==> config.mk <==
export PLATFORM = sky130hd
export DESIGN_NAME = id_ex_pipe
export DESIGN_NICKNAME = d
export VERILOG_FILES = /design/src/rtl/id_ex_pipe_pkg.sv /design/src/rtl/id_ex_slot.sv /design/src/rtl/id_ex_pipe.sv
export SDC_FILE = /design/constraint.sdc
export NUM_CORES = 1
export LEC_CHECK = 0
export ABC_AREA = 1
export CAP_MARGIN = 25
export CORE_MARGIN = 2
export CORE_UTILIZATION = 39
export CTS_BUF_LIST = sky130_fd_sc_hd__clkbuf_16
export CTS_CLUSTER_DIAMETER = 40
export CTS_CLUSTER_SIZE = 24
export DETAILED_ROUTE_END_ITERATION = 10
export PLACE_DENSITY_LB_ADDON = 0.15
export SYNTH_ARGS = -nofsm -noshare
export SYNTH_HDL_FRONTEND = slang
export SYNTH_HIERARCHICAL = 1
export SYNTH_SLANG_ARGS = --single-unit
==> constraint.sdc <==
create_clock -name clk -period 2 [get_ports clk]
set_input_delay 0.3 -clock clk [delete_from_list [all_inputs] [get_ports clk]]
set_output_delay 0.3 -clock clk [all_outputs]
set_load 0.1 [all_outputs]
==> src/rtl/id_ex_pipe_pkg.sv <==
// Shared definitions for the ID/EX pipeline register: default payload widths
// and the occupancy state encoding.
package id_ex_pipe_pkg;

  localparam int DATA_W_DEF    = 32;
  localparam int ALUOP_W_DEF   = 7;
  localparam int ALUSEL_W_DEF  = 3;
  localparam int ALUSEL2_W_DEF = 7;
  localparam int WD_W_DEF      = 5;

  typedef enum logic [1:0] {
    ST_EMPTY = 2'd0,
    ST_FULL  = 2'd1,
    ST_SKID  = 2'd2
  } state_t;

  // Width of the packed payload vector {aluop, alusel, alusel2, reg1, reg2, wd, wreg}.
  function automatic int payload_width(input int data_w, input int aluop_w,
                                       input int alusel_w, input int alusel2_w,
                                       input int wd_w);
    return aluop_w + alusel_w + alusel2_w + 2 * data_w + wd_w + 1;
  endfunction

endpackage

==> src/rtl/id_ex_slot.sv <==
// Enable-loaded payload register with asynchronous clear; used for both the
// main (EX-facing) entry and the skid entry of id_ex_pipe.
module id_ex_slot #(
  parameter int W = 8
) (
  input  logic         clk,
  input  logic         rst_n,
  input  logic         en,
  input  logic [W-1:0] d,
  output logic [W-1:0] q
);

  // NOTE: the payload is cleared on reset because ex_* outputs must read as 0
  // while rst_n is low; a wide datapath register would normally skip this.
  // NOTE: sequential state uses non-blocking (<=) so all flops update together.
  always_ff @(posedge clk or negedge rst_n) begin
    if (!rst_n) begin
      q <= '0;
    end else if (en) begin
      q <= d;
    end
  end

endmodule

==> src/rtl/id_ex_pipe.sv <==
// ID/EX pipeline register with valid/ready handshakes. Define ID_EX_SKID_EN for
// a registered id_ready with a one-entry skid buffer; otherwise id_ready is
// combinational (~ex_valid | ex_ready) and only the main entry exists.
module id_ex_pipe
  import id_ex_pipe_pkg::*;
#(
  parameter int DATA_W    = DATA_W_DEF,
  parameter int ALUOP_W   = ALUOP_W_DEF,
  parameter int ALUSEL_W  = ALUSEL_W_DEF,
  parameter int ALUSEL2_W = ALUSEL2_W_DEF,
  parameter int WD_W      = WD_W_DEF
) (
  input  logic                 clk,
  input  logic                 rst_n,
  input  logic                 flush,
  input  logic                 id_valid,
  output logic                 id_ready,
  input  logic [ALUOP_W-1:0]   id_aluop,
  input  logic [ALUSEL_W-1:0]  id_alusel,
  input  logic [ALUSEL2_W-1:0] id_alusel2,
  input  logic [DATA_W-1:0]    id_reg1,
  input  logic [DATA_W-1:0]    id_reg2,
  input  logic [WD_W-1:0]      id_wd,
  input  logic                 id_wreg,
  output logic                 ex_valid,
  input  logic                 ex_ready,
  output logic [ALUOP_W-1:0]   ex_aluop,
  output logic [ALUSEL_W-1:0]  ex_alusel,
  output logic [ALUSEL2_W-1:0] ex_alusel2,
  output logic [DATA_W-1:0]    ex_reg1,
  output logic [DATA_W-1:0]    ex_reg2,
  output logic [WD_W-1:0]      ex_wd,
  output logic                 ex_wreg
);

  localparam int PAY_W = payload_width(DATA_W, ALUOP_W, ALUSEL_W, ALUSEL2_W, WD_W);

  state_t           state, state_nx;
  logic [PAY_W-1:0] id_pay, main_d, main_q;
  logic             main_en;
  logic             main_wreg;
  logic             id_xfer, ex_xfer;

  assign id_pay   = {id_aluop, id_alusel, id_alusel2, id_reg1, id_reg2, id_wd, id_wreg};
  assign ex_valid = (state == ST_FULL) || (state == ST_SKID);
  assign id_xfer  = id_valid & id_ready;
  assign ex_xfer  = ex_valid & ex_ready;

`ifdef ID_EX_SKID_EN
  logic [PAY_W-1:0] skid_q;
  logic             skid_en;
  logic             id_ready_q;

  // id_ready is looked up from next state so it is a pure flop output,
  // breaking any combinational ex_ready -> id_ready path.
  always_ff @(posedge clk or negedge rst_n) begin
    if (!rst_n) begin
      id_ready_q <= 1'b0;
    end else begin
      id_ready_q <= (state_nx != ST_SKID);
    end
  end

  assign id_ready = id_ready_q;
  assign main_d   = (state == ST_SKID) ? skid_q : id_pay;

  id_ex_slot #(.W(PAY_W)) u_skid (
    .clk   (clk),
    .rst_n (rst_n),
    .en    (skid_en),
    .d     (id_pay),
    .q     (skid_q)
  );
`else
  assign id_ready = ~ex_valid | ex_ready;
  assign main_d   = id_pay;
`endif

  always_ff @(posedge clk or negedge rst_n) begin
    if (!rst_n) begin
      state <= ST_EMPTY;
    end else begin
      state <= state_nx;
    end
  end

  // NOTE: every output of this block gets a default first so no path can
  // leave it unassigned and infer a latch.
  always_comb begin
    state_nx = state;
    main_en  = 1'b0;
`ifdef ID_EX_SKID_EN
    skid_en  = 1'b0;
`endif
    if (flush) begin
      // Flush wins over a simultaneous ID transfer: nothing is loaded.
      state_nx = ST_EMPTY;
    end else begin
      case (state)
        ST_EMPTY: begin
          if (id_xfer) begin
            state_nx = ST_FULL;
            main_en  = 1'b1;
          end
        end
        ST_FULL: begin
          if (id_xfer && ex_xfer) begin
            main_en = 1'b1;
          end else if (ex_xfer) begin
            state_nx = ST_EMPTY;
          end else if (id_xfer) begin
`ifdef ID_EX_SKID_EN
            state_nx = ST_SKID;
            skid_en  = 1'b1;
`else
            // Unreachable: id_ready is low while full and not draining.
            state_nx = ST_FULL;
`endif
          end
        end
        ST_SKID: begin
`ifdef ID_EX_SKID_EN
          if (ex_xfer) begin
            state_nx = ST_FULL;
            main_en  = 1'b1;
          end
`else
          state_nx = ST_EMPTY;
`endif
        end
        default: state_nx = ST_EMPTY;
      endcase
    end
  end

  id_ex_slot #(.W(PAY_W)) u_main (
    .clk   (clk),
    .rst_n (rst_n),
    .en    (main_en),
    .d     (main_d),
    .q     (main_q)
  );

  assign {ex_aluop, ex_alusel, ex_alusel2, ex_reg1, ex_reg2, ex_wd, main_wreg} = main_q;

  // A stale register write must never reach EX when the slot is empty.
  assign ex_wreg = main_wreg & ex_valid;

endmodule

# Yosys cells after proc, flatten, opt, wreduce, memory -nomap -nowiden
# Index checks and enable logic that the tools add are counted.
# word_totals
reg_bits	89
input_bits	92
word_cells	22
# op_classes
eq_ne	3
muxes	9
n_bitwise	5
n_reduce_logical	3
# op_table
op	count
2-bit two-way mux	4
2-bit case mux with 2 select lines	1
1-bit AND	3
1-bit two-way mux	3
3-bit != test (second input constant)	1
2-bit by 1-bit equality test with 1-bit output (second input constant)	1
2-bit equality test (second input constant)	1
2-bit zero test	1
1-bit case mux with 2 select lines	1
1-bit logical AND	1
1-bit logical OR	1
1-bit inverter	1
1-bit bitwise OR	1

# Depth between registers and ports, before layout
# Gate-level depths: netlist of run 1.
# depth
word_depth	10
mapped_depth	11
depth_no_buf	8

# Cells and area by module
# Netlist of run 1, hierarchy kept.
# by_module_without_submodules
mod	instances	cells_each	area_each_um2	seq_area_each_um2
id_ex_slot	1	368	3290.7	2177.1
id_ex_pipe	1	27	171.4	50.0

# Worst setup path before layout of run 1
# OpenSTA, ideal clock, no wires.
# synth_path
kind	flip-flop to flip-flop
startpoint	register state[0]
endpoint	register u_main.q[54]
setup_time_ns	0.122
arrival_time_ns	3.001
path_slack_ns	-1.124
path_stages_with_launch	11
path_buffers	3
period_less_slack_ns	3.124
cell_sequence	dfrtp_1 inv_1 ha_1 nand2_1 nand4_1 o21ai_0 buf_2 buf_4 buf_4 nand2_1 nand2_1
# synth_via
elab_chain_cells	9
elab_cells_between_ends	13
cone_classes	eq/ne (2); mux (4); bitwise (4); reduce/logical (3)
# synth_rtl
element	line	text
start: declaration	id_ex_pipe.sv:38	state_t state, state_nx;
start signal: assignment	id_ex_pipe.sv:83	state <= state_nx;
2-bit by 1-bit equality test with 1-bit output or 2-bit equality test (tied branches)	id_ex_pipe.sv:45	assign ex_valid = (state == ST_FULL) || (state == ST_SKID);
1-bit logical OR (*)	id_ex_pipe.sv:45	
net ex_valid	id_ex_pipe.sv:25	output logic ex_valid,
1-bit inverter (*)	id_ex_pipe.sv:75	assign id_ready = ~ex_valid | ex_ready;
1-bit bitwise OR (*)	id_ex_pipe.sv:75	
net id_ready	id_ex_pipe.sv:17	output logic id_ready,
1-bit AND (*)	id_ex_pipe.sv:46	assign id_xfer = id_valid & id_ready;
1-bit logical AND	id_ex_pipe.sv:107	if (id_xfer && ex_xfer) begin
1-bit two-way mux	id_ex_pipe.sv:107	
1-bit case mux with 2 select lines (*)	id_ex_pipe.sv:99	case (state)
1-bit two-way mux (*)	id_ex_pipe.sv:95	if (flush) begin
net main_en	id_ex_pipe.sv:40	logic main_en;
end signal: assignment	id_ex_slot.sv:18	q <= '0;
end signal: assignment	id_ex_slot.sv:20	q <= d;
end: declaration	id_ex_slot.sv:10	output logic [W-1:0] q
# Mark *: on every way through the listed nets, which the timed path passes. The rest lies on a longest branch.
# A chain may end at the register's enable or synchronous reset.

# Worst setup path in the final report of run 1
# layout_path
startpoint	register state[0]
endpoint	register u_main.q[19]
# layout_via
elab_chain_cells	9
elab_cells_between_ends	13
cone_classes	eq/ne (2); mux (4); bitwise (4); reduce/logical (3)
# layout_rtl
element	line
2-bit by 1-bit equality test with 1-bit output or 2-bit equality test (tied branches)	id_ex_pipe.sv:45, id_ex_pipe.sv:99
1-bit logical OR	id_ex_pipe.sv:45
1-bit inverter	id_ex_pipe.sv:75
1-bit bitwise OR	id_ex_pipe.sv:75
1-bit AND	id_ex_pipe.sv:46
1-bit logical AND	id_ex_pipe.sv:107
1-bit two-way mux	id_ex_pipe.sv:107
1-bit case mux with 2 select lines (*)	id_ex_pipe.sv:99
1-bit two-way mux (*)	id_ex_pipe.sv:95
net main_en	id_ex_pipe.sv:40
# Marked as above.

==> results by group, run 1 <==
STA
  • Final min period: 1.84 ns
  • Final Worst Setup Slack: 0.159 ns
  • Period utilisation layout: 0.920
  • Endpoints failing setup: 0
  • Clk_skew: 0.00935 ns
  • Hold Violations, Final: 0
  • Final Max Tran Viols: 0
  • Worst-Margin Slew: 0.408 ns
  • Setup_tns: 0 ns
  • RSZ-0062 raised after global routing: no
  • Max Fclk: 543 MHz
  • Slew margin rel.: 0.728

Final layout
  • N_diodes: 0
  • Share of cells above drive strength 1: 0.202
  • Final instance area: 5540 um^2
  • Fill count: 744
  • Area grow syn2layout: 59.9%
  • Nets: 669

Pwr
  • Sw frac: 0.525
  • Maximum vdd drop: 0.000824 V
  • Clk pwr share: 0.199
  • Leakage: 2.95 nW
  • Power Density: 1540 nW/um^2
  • Int Power: 0.00405 W
  • Comb power frac: 0.517
  • Switch Pwr: 0.00448 W
  • Seq pwr share: 0.284

Clocking
  • # resized after CTS: 0
  • Max Root-Sink Buffers: 2
  • CTS tree: built
  • Clk_lat worst skew: 0.33 ns
  • Root Driver: clkbuf_16
  • CTS HTree Levels: 3
  • Clock sinks: 89
  • TritonCTS Buffers: 9
  • Clock-pin slew on the worst setup and hold paths: 0.07 ns

Die
  • Die area: 9650 um^2
  • Core Area: 8680 um^2
  • Die Y: 98.2 um
  • Row count: 34
  • Die X: 98.2 um
  • Initial core utilization: 0.399
  • IO Pins: 181

Status
  • Run status: completed

Synthesis
  • Post-synth cell types: 14
  • Cell taking the most area after synthesis: dfrtp_1
  • Syn Nets: 489
  • Synth top area share: 0.643
  • Post-Syn Area: 3460 um^2
  • Post-synthesis register bit count: 89
  • Post-Syn Area per Cell: 8.76 um^2
  • Sequential element share of the synthesized area: 0.643
  • Ys Warns: 6
  • Mapped Cells: 395
  • Synth area leaders: dfrtp_1 (64%), nand2_1 (29%), buf_2 (1.6%), buf_6 (1.3%), buf_4 (0.87%)

Worst hold path
  • Hold crit path type: in -> async

Setup path
  • Critical path destination: u_main/q[19]
  • WP data required: 2.27 ns
  • R2R Path Start: state[0]
  • CP Max Fanout: 36
  • Reg-to-reg slack, setup: 0.16 ns
  • Reg2reg path depth: 7
  • CP Class: reg -> reg
  • Startpoint types: register
  • Reg2reg end: u_main/q[19]
  • CP endpoint kind: register
  • Setup crit start: state[0]
  • Critical path arrival: 2.11 ns

Global routing
  • Antenna violations before repair: 0
  • Largest net degree at the start of global routing: 52
  • Final global-route overflow total: 0
  • First-pass GRT wire length: 15000 um
  • Gr usage total: 0.192
  • Vias in the first global route: 3100

Drt
  • Antenna-violating nets left: 0
  • 1st-pass router iterations: 4
  • Vias per Instance: 4.47
  • DRT Wirelength: 9080 um
  • Via count: 3072
  • Initial DRC Count: 102
  • DRC: 0
  • Wirelength per Cell: 13.2 um

Place
  • Input/output buffers: 180
  • GP Congestion: 0.816
  • Dpl hpwl: 6600 um
  • Placed cell areas: 5220 um^2
  • Place WS: 0.103 ns

Job
  • # Max-Cap Violations: 0
## Yosys cell counts
library cell and number:
a21oi_1 1, buf_2 11, buf_4 4, buf_6 4, dfrtp_1 89, ha_1 2
inv_1 6, inv_2 1, nand2_1 268, nand3_1 1, nand4_1 1, nor2_1 4
nor2_2 1, o21ai_0 2
## cell usage in the layout (no fill, tap or decap), drive strengths merged
master and count:
nand2 268, buf 97, clkdlybuf4s50 90, dfrtp 89, inv 10, clkbuf 9, nor2 5, clkinv 3
o21ai 2, ha 2, nand3 1, nand4 1, a21oi 1, bufinv 1, dlygate4sd3 1
## layer usage
metal | wire length (um) | vias up | part of all wire | track usage
li1 | - | 1545 | - | -
met1 | 3640 | 1409 | 0.40 | 0.240
met2 | 4600 | 109 | 0.51 | 0.326
met3 | 704 | 9 | 0.077 | 0.0523
met4 | 137 | 0 | 0.015 | 0.0632
met5 | 0 | - | 0 | 0
## state kept, by name, summed over array words and instances, names as in the netlist
register	count
u_main/q	87
state	2
## what timing repair did
action,in CTS,in global routing
endpoints found under the hold margin,30,0
setup buffers,0,0
hold buffers,1,0
## stage by stage
step / std cells / utilization / hold slack, ns / power, W
after floorplan: 395 / - / 0.00441 / 0.00579
after global placement: 671 / 0.602 / 0.262 / 0.00685
after detailed placement: 671 / 0.602 / 0.262 / 0.00689
after CTS: 688 / 0.638 / 0.457 / 0.00861
after global routing: 688 / 0.638 / 0.481 / 0.00887
final: 688 / 0.638 / 0.437 / 0.00854
## how the worst min path moves through the flow
stage,depth (start not counted),to,from,slack [ns]
final,2,u_main/q[79],rst_n,0.44
after global routing,2,u_main/q[73],rst_n,0.48
after CTS,2,u_main/q[79],rst_n,0.46
after detailed placement,1,u_main/q[79],rst_n,0.26
after global placement,1,u_main/q[79],rst_n,0.26
after floorplan,0,state[0],rst_n,0.004
## worst max-delay path: stages (launching register included)
cell and delay, ns:
dfrtp_1 0.38, inv_1 0.08, ha_4 0.34, nand3_1 0.17, o21ai_4 0.25, buf_4 0.36
nand2_1 0.11, nand2_1 0.09
## power by group through the flow
stage | sequential, W | combinational [W] | clock (W)
6_report | 0.00242 | 0.00441 | 0.00170
3_3_place_gp | 0.00244 | 0.00441 | 0
5_1_grt | 0.00248 | 0.00457 | 0.00182
2_1_floorplan | 0.00532 | 0.000470 | 0
3_5_place_dp | 0.00245 | 0.00444 | 0
4_1_cts | 0.00243 | 0.00444 | 0.00174
## logic make-up (layout without fill, tap and decap cells)
logic type / count (synthesis) / after routing / synth area share
compound gates: 3 / 3 / 0.00434
simple gates: 275 / 275 / 0.300
fa+ha+maj: 2 / 2 / 0.00723
buf+inv: 26 / 211 / 0.0452
flops: 89 / 89 / 0.643
## layout make-up
type / instances / area (um^2) / share of cell area
flip-flops and latches: 89 / 2230 / 0.402
well taps: 108 / 135 / 0.0244
clock buffers: 9 / 225 / 0.0407
multi-input cells: 280 / 1120 / 0.202
repair buffers: 188 / 1730 / 0.312
clock inverters: 7 / 77.6 / 0.0140
inverters: 7 / 26.3 / 0.00475
Power figures use the tool's default switching activity.
==> run 2: changes to the inputs <==
--- a/config.mk
+++ b/config.mk
@@ -5,10 +5,9 @@
 export SDC_FILE = /design/constraint.sdc
 export NUM_CORES = 1
 export LEC_CHECK = 0
-export ABC_AREA = 1
 export CAP_MARGIN = 25
 export CORE_MARGIN = 2
-export CORE_UTILIZATION = 39
+export CORE_UTILIZATION = 40
 export CTS_BUF_LIST = sky130_fd_sc_hd__clkbuf_16
 export CTS_CLUSTER_DIAMETER = 40
 export CTS_CLUSTER_SIZE = 24
==> results by group, run 2 <==
STA
  • Clk_skew: 0.00752 ns (was 0.00935 ns)
  • RSZ-0062 raised after global routing: yes (was no)
  • Slew margin rel.: 0.717 (was 0.728)
  • Max Fclk: 520 MHz (was 543 MHz)
  • Endpoints failing setup: 0 (unchanged)
  • Hold Violations, Final: 0 (unchanged)
  • Final min period: 1.92 ns (was 1.84 ns)
  • Final Max Tran Viols: 0 (unchanged)
  • Period utilisation layout: 0.962 (was 0.920)
  • Worst-Margin Slew: 0.424 ns (was 0.408 ns)

Global routing
  • Largest net degree at the start of global routing: 78 (was 52)
  • First-pass GRT wire length: 13200 um (was 15000 um)
  • Final global-route overflow total: 0 (unchanged)
  • Vias in the first global route: 2582 (was 3100)
  • Antenna violations before repair: 0 (unchanged)
  • Gr usage total: 0.176 (was 0.192)

Die
  • Row count: 34 (unchanged)
  • Die X: 97.7 um (was 98.2 um)
  • Die area: 9550 um^2 (was 9650 um^2)
  • Initial core utilization: 0.407 (was 0.399)
  • IO Pins: 181 (unchanged)
  • Die Y: 97.7 um (was 98.2 um)
  • Core Area: 8640 um^2 (was 8680 um^2)

Pwr
  • Design Power: 0.00978 W (was 0.00854 W)
  • Switch Pwr: 0.00515 W (was 0.00448 W)
  • Leakage: 2.63 nW (was 2.95 nW)
  • Power Density: 1680 nW/um^2 (was 1540 nW/um^2)
  • Clk pwr share: 0.169 (was 0.199)
  • Int Power: 0.00464 W (was 0.00405 W)
  • Comb power frac: 0.570 (was 0.517)
  • Sw frac: 0.526 (was 0.525)
  • Seq pwr share: 0.261 (was 0.284)
  • Maximum vdd drop: 0.000994 V (was 0.000824 V)

Setup path
  • CP Class: reg -> reg (unchanged)
  • Critical path arrival: 2.14 ns (was 2.11 ns)
  • Reg2reg end: u_main/q[53] (was u_main/q[19])
  • Reg2reg path depth: 7 (unchanged)
  • R2R Path Start: state[0] (unchanged)
  • Reg-to-reg slack, setup: 0.08 ns (was 0.16 ns)
  • Startpoint types: register (unchanged)
  • CP endpoint kind: register (unchanged)
  • CP Max Fanout: 15 (was 36)
  • WP data required: 2.22 ns (was 2.27 ns)

Job
  • # Max-Cap Violations: 0 (unchanged)

Synthesis
  • Sequential element share of the synthesized area: 0.634 (was 0.643)
  • Post-Syn Area: 3510 um^2 (was 3460 um^2)
  • Synth area leaders: dfrtp_1 (63%), mux2_2 (18%), mux2_4 (13%), buf_6 (1.6%), buf_2 (0.71%) (was dfrtp_1 (64%), nand2_1 (29%), buf_2 (1.6%), buf_6 (1.3%), buf_4 (0.87%))
  • EDFF count, synth: 0 (unchanged)
  • Post-Syn Area per Cell: 17.4 um^2 (was 8.76 um^2)
  • Primary FF master, synth: dfrtp_1 (unchanged)
  • Mapped Cells: 202 (was 395)
  • Synth top area share: 0.634 (was 0.643)
  • Synth async-reset ratio: 1.00 (unchanged)
  • Synth cell count leaders: dfrtp_1 (89), mux2_2 (57), mux2_4 (30) (was nand2_1 (268), dfrtp_1 (89), buf_2 (11))
  • Post-synth cell types: 16 (was 14)
  • Post-synthesis register bit count: 89 (unchanged)
  • Most common cell in the netlist: dfrtp_1 (was nand2_1)
  • Cell taking the most area after synthesis: dfrtp_1 (unchanged)
  • Ys Warns: 6 (unchanged)
  • Syn Nets: 296 (was 489)

Place
  • Placed cell areas: 5400 um^2 (was 5220 um^2)
  • Dpl hpwl: 6130 um (was 6600 um)
  • Input/output buffers: 180 (unchanged)
  • GP Congestion: 0.729 (was 0.816)

Clocking
  • CTS HTree Levels: 3 (unchanged)
  • Max Root-Sink Buffers: 2 (unchanged)
  • Root Driver: clkbuf_16 (unchanged)
  • Clk_lat worst skew: 0.33 ns (about the same)
  • Clock-pin slew on the worst setup and hold paths: 0.07 ns (about the same)
  • CTS tree: built (unchanged)
  • Clock sinks: 89 (unchanged)
  • TritonCTS Buffers: 9 (unchanged)

Final layout
  • Final instance area: 5810 um^2 (was 5540 um^2)
  • Largest regs: u_main/q: 87 flops, state: 2 flops (unchanged)
  • Nets: 497 (was 669)
  • Fill count: 627 (was 744)
  • Largest register by flop count: u_main/q (unchanged)
  • Share of cells above drive strength 1: 0.532 (was 0.202)
  • Most common cell after layout, fill and taps aside: buf_4 (was nand2_1)
  • Most frequent cells in the layout: buf_4 (95), clkdlybuf4s50_1 (90), dfrtp_1 (89) (was nand2_1 (267), clkdlybuf4s50_1 (90), buf_4 (90))
  • Max FFs per register: 87 (unchanged)
  • Area grow syn2layout: 65.3% (was 59.9%)
  • N_diodes: 0 (unchanged)

Drt
  • DRT Wirelength: 8460 um (was 9080 um)
  • Wirelength per Cell: 16.4 um (was 13.2 um)
  • Antenna-violating nets left: 0 (unchanged)
  • Via count: 2411 (was 3072)
  • 1st-pass router iterations: 4 (unchanged)
  • Initial DRC Count: 34 (was 102)
  • Vias per Instance: 4.67 (was 4.47)
  • DRC: 0 (unchanged)

Worst hold path
  • Hold crit path type: in -> async (unchanged)

Status
  • Run status: completed (unchanged)
## run 2: metrics by stage
step           TNS (ns)  hold slack [ns]  setup slack (ns)   util  std cells
4_1_cts               0            0.347            0.0328  0.661        511
3_5_place_dp     -0.113            0.159           -0.0251  0.625        494
6_report              0            0.350            0.0751  0.673        516
5_1_grt          -0.462            0.356           -0.0307  0.673        516
2_1_floorplan    -11.02          0.00441            -0.176      -        202
3_3_place_gp    -0.0344            0.157          -0.00356  0.625        494
## run 2: timing repair
| action | CTS | global route |
|---|---|---|
| endpoints found under the setup margin | 0 | 51 |
| resized for setup | 0 | 6 |
| hold buffers | 1 | 0 |
| hold endpoints to repair | 12 | 0 |
| setup buffers | 0 | 2 |
## run 2: layout make-up
type	instances	area [um^2]	share of cell area
clock inverters	7	71.3	0.0123
clock buffers	9	225	0.0388
inverters	2	7.51	0.00129
multi-input cells	101	1250	0.216
repair buffers	200	1890	0.325
well taps	108	135	0.0233
flip-flops and latches	89	2230	0.383
## run 2: worst max-delay path, stage by stage, from the launching register on
cell and delay [ns]:
dfrtp_1 0.36, inv_2 0.06, ha_4 0.30, a21oi_4 0.06, nor4bb_4 0.30, buf_6 0.21, buf_12 0.16, mux2_2 0.34
## run 2: kinds of logic after synthesis
kind of cell | synth area share
compound gates | 0.00605
fa+ha+maj | 0.00712
buf+inv | 0.0253
flops | 0.634
mux | 0.311
simple gates | 0.0171
## run 2: per-layer routing
metal	vias up	routed length [um]	track usage
li1	1113	-	-
met1	1175	3450	0.222
met2	110	4150	0.277
met3	13	696	0.0680
met4	0	165	0.0652
met5	-	0	0
## run 2: power by group through the flow
| stage | combinational (W) | sequential (W) | clock, W |
|---|---|---|---|
| 2_1_floorplan | 0.000745 | 0.00610 | 0 |
| 3_3_place_gp | 0.00552 | 0.00257 | 0 |
| 3_5_place_dp | 0.00555 | 0.00258 | 0 |
| 4_1_cts | 0.00555 | 0.00256 | 0.00168 |
| 5_1_grt | 0.00570 | 0.00263 | 0.00177 |
| 6_report | 0.00557 | 0.00256 | 0.00165 |
## run 2: worst max path at each step
stage / end / cells after the start / slack (ns) / from
finish: u_main/q[53] / 7 / 0.08 / state[0]
global route: u_main/q[26] / 7 / -0.03 / state[0]
CTS: u_main/q[24] / 7 / 0.03 / state[0]
detailed placement: u_main/q[24] / 5 / -0.03 / flush
global placement: u_main/q[5] / 6 / -0.004 / ex_ready
floorplan: u_main/q[65] / 8 / -0.18 / state[0]
==> edit 1, RTL diff (flow settings as in run 2) <==
Change the package constant `ALUOP_W_DEF` from 7 to 8.
--- a/src/rtl/id_ex_pipe_pkg.sv
+++ b/src/rtl/id_ex_pipe_pkg.sv
@@ -5,3 +5,3 @@
   localparam int DATA_W_DEF    = 32;
-  localparam int ALUOP_W_DEF   = 7;
+  localparam int ALUOP_W_DEF   = 8;
   localparam int ALUSEL_W_DEF  = 3;
Interface: changed (resized ex_aluop and id_aluop); port bits go from 181 to 183. The function was not compared with the original's and may differ.
==> edit 1 against run 2 <==
Routed wire length decreased by 6.7%; cell area decreased by 0.75%; combinational power about the same; maximum frequency about the same; area after synthesis decreased by 0.21%; power increased by 0.83%; global-route usage decreased by 0.58 points; sequential share of layout area increased by 0.73 points; via count decreased by 0.54%; count of clock-buffer cells in the layout unchanged; worst setup slack improved by 0.00083 ns; clock power increased by 5%; sequential cell count increased by 1.
==> edit 1: results (changes against run 2) <==
status=finished, final reports clean; gpl congestion=0.723 (-0.85%); first-pass iteration count of the detailed router=4 (unchanged); CP arrival=2.14 ns (about the same); largest net degree at the start of global routing=37 (-53%); clk slew on worst S/H paths=0.06 ns; Skew-Pair Late Insertion Delay=0.33 ns (about the same); FF-to-FF path depth=7 (unchanged); Vias=2398 (-0.54%); vias in the first global route=2544 (-1.5%); Routed WL=7900 um (-6.7%); Inst Count DP=499 (+1.0%); H-tree levels=3 (unchanged); Unique masters post-synth=16 (unchanged); dpl hpwl=6040 um (-1.4%); first-pass GRT wire length=12900 um (-2.3%); GRT Util Overall=17.0% (-0.58 points); port buffer count=182 (+1.1%); sequential share of the synthesized area=64.2% (+0.85 points); VDD IR max=0.869 mV (-13%); # fillers=633 (+0.96%); Synth area leaders=dfrtp_1, mux2_2, mux2_4; CTS Buf Count=9 (unchanged); initial antenna violation count=0 (unchanged); syn_area_per_cell=17.2 um2 (-1.2%); skew final=0.00911 ns (+0.00159 ns); Max Root-Sink Buffers=2 (unchanged); min-delay worst type=in2async; actual slew at the worst max-slew pin=0.440 ns (+0.0153 ns); yosys warns=6 (unchanged); Post-CTS Setup Bufs=0 (unchanged); top cells by count, synth=dfrtp_1, mux2_2, mux2_4, buf_2, buf_6; Post-synth ARST share=100% (unchanged); static leakage=2.59 nW (-1.4%); layout cells sized above 1=52.2% (-0.98 points); syn_nets=299 (+1.0%); diode count=0 (unchanged); Root Driver=clkbuf_16; Setup WS pre-CTS=0.00888 ns (+0.0340 ns); CP max FO=10 (-5); DR iter-0 viols=26 (-24%); routed len/inst=15.3 um (-6.7%); Largest regs=u_main/q: 88 flops, state: 2 flops
## edit 1: timing repair
action                                 4_1_cts  5_1_grt
gates resized for setup                      0        5
setup endpoints to repair                    0       46
hold buffers                                 1        0
endpoints found under the hold margin       31        0
## edit 1: logic make-up after synthesis
logic type	count (synthesis)	share of synthesized area [%]
flip-flops	90	64.2
AND/OR/NAND/NOR	9	1.71
buffers and inverters	12	2.35
AO/OA/AOI/OAI	3	0.606
adder cells (fa/ha/maj)	2	0.713
multiplexers	88	30.4
## edit 1: worst paths after layout
| check | start | endpoint | slack, ns |
|---|---|---|---|
| max | state[0] | u_main/q[48] | 0.08 |
| min | rst_n | u_main/q[86] | 0.45 |
| max reg2reg | state[0] | u_main/q[48] | 0.08 |
| min reg2reg | u_main/q[16] | u_main/q[16] | 0.51 |
| max in group asynchronous | rst_n | u_main/q[12] | 0.88 |
| min in group clk | u_main/q[16] | u_main/q[16] | 0.51 |
## edit 1: worst max-delay path, cell delays in order, from the launching register on
cell	delay, ns
dfrtp_1	0.36
inv_2	0.06
ha_4	0.31
a21oi_2	0.07
nor4bb_4	0.30
buf_4	0.21
buf_6	0.16
mux2_2	0.34
## edit 1: per-stage QoR
stage | TNS, ns | area, um2 | power, mW
detailed placement | 0 | 5430 | 8.17
floorplan | -10.70 | 3560 | 6.88
global route | -0.671 | 5770 | 10.2
CTS | 0 | 5750 | 9.95
global placement | 0 | 5430 | 8.12
finish | 0 | 5770 | 9.86
## edit 1: report_power, final
part | total (mW) | internal (mW) | leakage, nW | switching, mW
combinational | 5.55 | 1.34 | 1.38 | 4.21
clock | 1.74 | 1.08 | 0.152 | 0.662
sequential | 2.57 | 2.32 | 1.06 | 0.256
## edit 1: per-layer routing
| metal | vias to the layer above | part of all wire [%] | GRT usage (%) |
|---|---|---|---|
| met3 | 12 | 8.8 | 6.69 |
| met4 | 0 | 1.3 | 5.24 |
| met1 | 1163 | 42 | 22.1 |
| li1 | 1119 | - | - |
| met2 | 104 | 48 | 26.4 |
| met5 | - | 0 | 0 |
## edit 1: cell type report
| class | instances | area share [%] |
|---|---|---|
| clock buffer | 9 | 3.91 |
| clock inverter | 7 | 1.50 |
| inverter | 2 | 0.130 |
| multi-input combinational | 102 | 21.1 |
| sequential | 90 | 39.1 |
| tap | 108 | 2.34 |
| timing repair buffer | 198 | 31.9 |
==> edit 2, RTL diff (config.mk and constraints of run 2) <==
Without the edit above. Encoding of `state_t`: now one-hot (3 bits for 3 states).
--- a/src/rtl/id_ex_pipe_pkg.sv
+++ b/src/rtl/id_ex_pipe_pkg.sv
@@ -10,6 +10,6 @@
 
-  typedef enum logic [1:0] {
-    ST_EMPTY = 2'd0,
-    ST_FULL  = 2'd1,
-    ST_SKID  = 2'd2
+  typedef enum logic [2:0] {
+    ST_EMPTY = 3'b001,
+    ST_FULL  = 3'b010,
+    ST_SKID  = 3'b100
   } state_t;
Behaviour: same outputs for any inputs over 10 cycles, from zero or initial values and one cycle with rst_n low; not proved beyond that.
==> edit 2 against run 2 <==
Sequential cell count up 1; combinational power down 18%; power fell by 10%; die area about the same; cell area rose by 1.1%; worst setup slack lost 0.034 ns; area after synthesis about the same; largest cell class unchanged; count of clock-buffer cells in the layout is the same; routed wire length increased by 3.4%.
==> edit 2: results (changes against run 2) <==
status=finished, final reports clean; routed len/inst=17.1 um (+4.4%); fin nets=490 (-1.4%); CP arrival=2.17 ns (+0.03 ns); H-tree levels=3 (unchanged); Slowest-stage cell, CP=dfstp_2; actual slew at the worst max-slew pin=0.536 ns (+0.111 ns); Skew-Pair Late Insertion Delay=0.33 ns (about the same); Primary FF master, synth=dfrtp_1; Synth area leaders=dfrtp_1, mux2_2, mux2_4; critical path's largest stage delay=0.57 ns (+0.21 ns); syn_nets=292 (-1.4%); CP max FO=8 (-7); Max Root-Sink Buffers=2 (unchanged); initial antenna violation count=0 (unchanged); placed instance area=0.00537 mm2 (-0.67%); GRT Util Overall=17.5% (-0.069 points); Hold Slack=0.491 ns (+0.140 ns); FF-to-FF path depth=6 (-1); Unique masters post-synth=17 (+1); layout cells sized above 1=53.1% (-0.085 points); diode count=0 (unchanged); DR vias/cell=4.69 (+0.43%); dpl hpwl=6140 um (+0.19%); r2r setup slk=0.04 ns (-0.03 ns); clk slew on worst S/H paths=0.06 ns; Post-synth ARST share=100% (unchanged); first-pass GRT wire length=13300 um (+0.58%); vias in the first global route=2537 (-1.7%); VDD IR max=0.843 mV (-15%); reg2reg end=u_main/q[55]; sequential share of the synthesized area=64.1% (+0.70 points); # fillers=629 (+0.32%); Root Driver=clkbuf_16; gpl congestion=0.753 (+3.2%); largest net degree at the start of global routing=50 (-36%); DR iter-0 viols=50 (+47%); first-pass iteration count of the detailed router=4 (unchanged); top cells by count, synth=dfrtp_1, mux2_2, mux2_4, buf_2, buf_6; yosys warns=6 (unchanged); skew final=0.00470 ns (-0.00281 ns); min-delay worst type=in2async; port buffer count=180 (unchanged); CTS Buf Count=9 (unchanged); Largest regs=u_main/q: 87 flops, state: 3 flops; static leakage=2.68 nW (+1.9%); FF-to-FF Start=state[0]; Setup WS pre-CTS=-0.0968 ns (-0.0717 ns)
-- edit 2: cell families (layout without fill, tap and decap cells) --
group                     after synthesis  in the layout  share of synthesized area (%)
DFF                                    90             90                           64.1
muxes                                  87             87                           31.1
buffers and inverters                  10            213                           2.31
and+or+nand+nor                         9              9                           1.71
AOI/OAI and AO/OA                       2              2                          0.498
other                                   1              1                          0.107
xor gates and xnor gates                1              1                          0.249
-- edit 2: worst max-delay path: cells and delay by family, from the launching register on --
kind                   cells  cell delay, ns
and+or+nand+nor            2            0.51
AOI/OAI and AO/OA          1            0.05
muxes                      1            0.30
buffers and inverters      2            0.40
DFF                        1            0.57
-- edit 2: repair_timing --
action | 4_1_cts | 5_1_grt
gates resized for setup | 0 | 26
endpoints found under the setup margin | 0 | 86
buffers inserted | 0 | 1
hold buffers | 1 | 0
endpoints found under the hold margin | 40 | 0
-- edit 2: worst max-delay path by stage --
stage | start | to | slack, ns | cells past startpoint
after floorplan | state[2] | ex_wreg | 0.07 | 3
after global placement | ex_ready | u_main/q[4] | -0.03 | 6
after detailed placement | ex_ready | u_main/q[86] | -0.1 | 6
after CTS | state[0] | u_main/q[3] | 0.003 | 6
after global routing | state[0] | u_main/q[32] | -0.08 | 5
final | state[0] | u_main/q[55] | 0.04 | 6
-- edit 2: cell type report --
class | instances | area, um2 | area share, %
clock buffer | 9 | 225 | 3.84
clock inverter | 7 | 86.3 | 1.47
multi-input combinational | 100 | 1290 | 22.0
sequential | 90 | 2250 | 38.4
tap | 108 | 135 | 2.30
timing repair buffer | 197 | 1880 | 32.0
-- edit 2: through the flow --
step | std cells | total power, mW
final | 511 | 8.77
after global routing | 511 | 9.05
after CTS | 507 | 8.73
after detailed placement | 490 | 6.97
after global placement | 490 | 6.92
after floorplan | 200 | 5.90
-- edit 2: metal layers --
metal  wire [um]  track usage (%)  vias to the layer above
met5           0                0                        -
met4         156             6.09                        0
met3         665             5.37                       16
met2        4410             27.8                      101
met1        3520             23.0                     1184
li1            -                -                     1097
-- edit 2: power breakdown --
group / switching (mW) / leakage, nW / internal [mW] / total, mW
Combinational: 3.41 / 1.46 / 1.15 / 4.56
Clock: 0.672 / 0.152 / 1.08 / 1.75
Sequential: 0.226 / 1.07 / 2.23 / 2.45
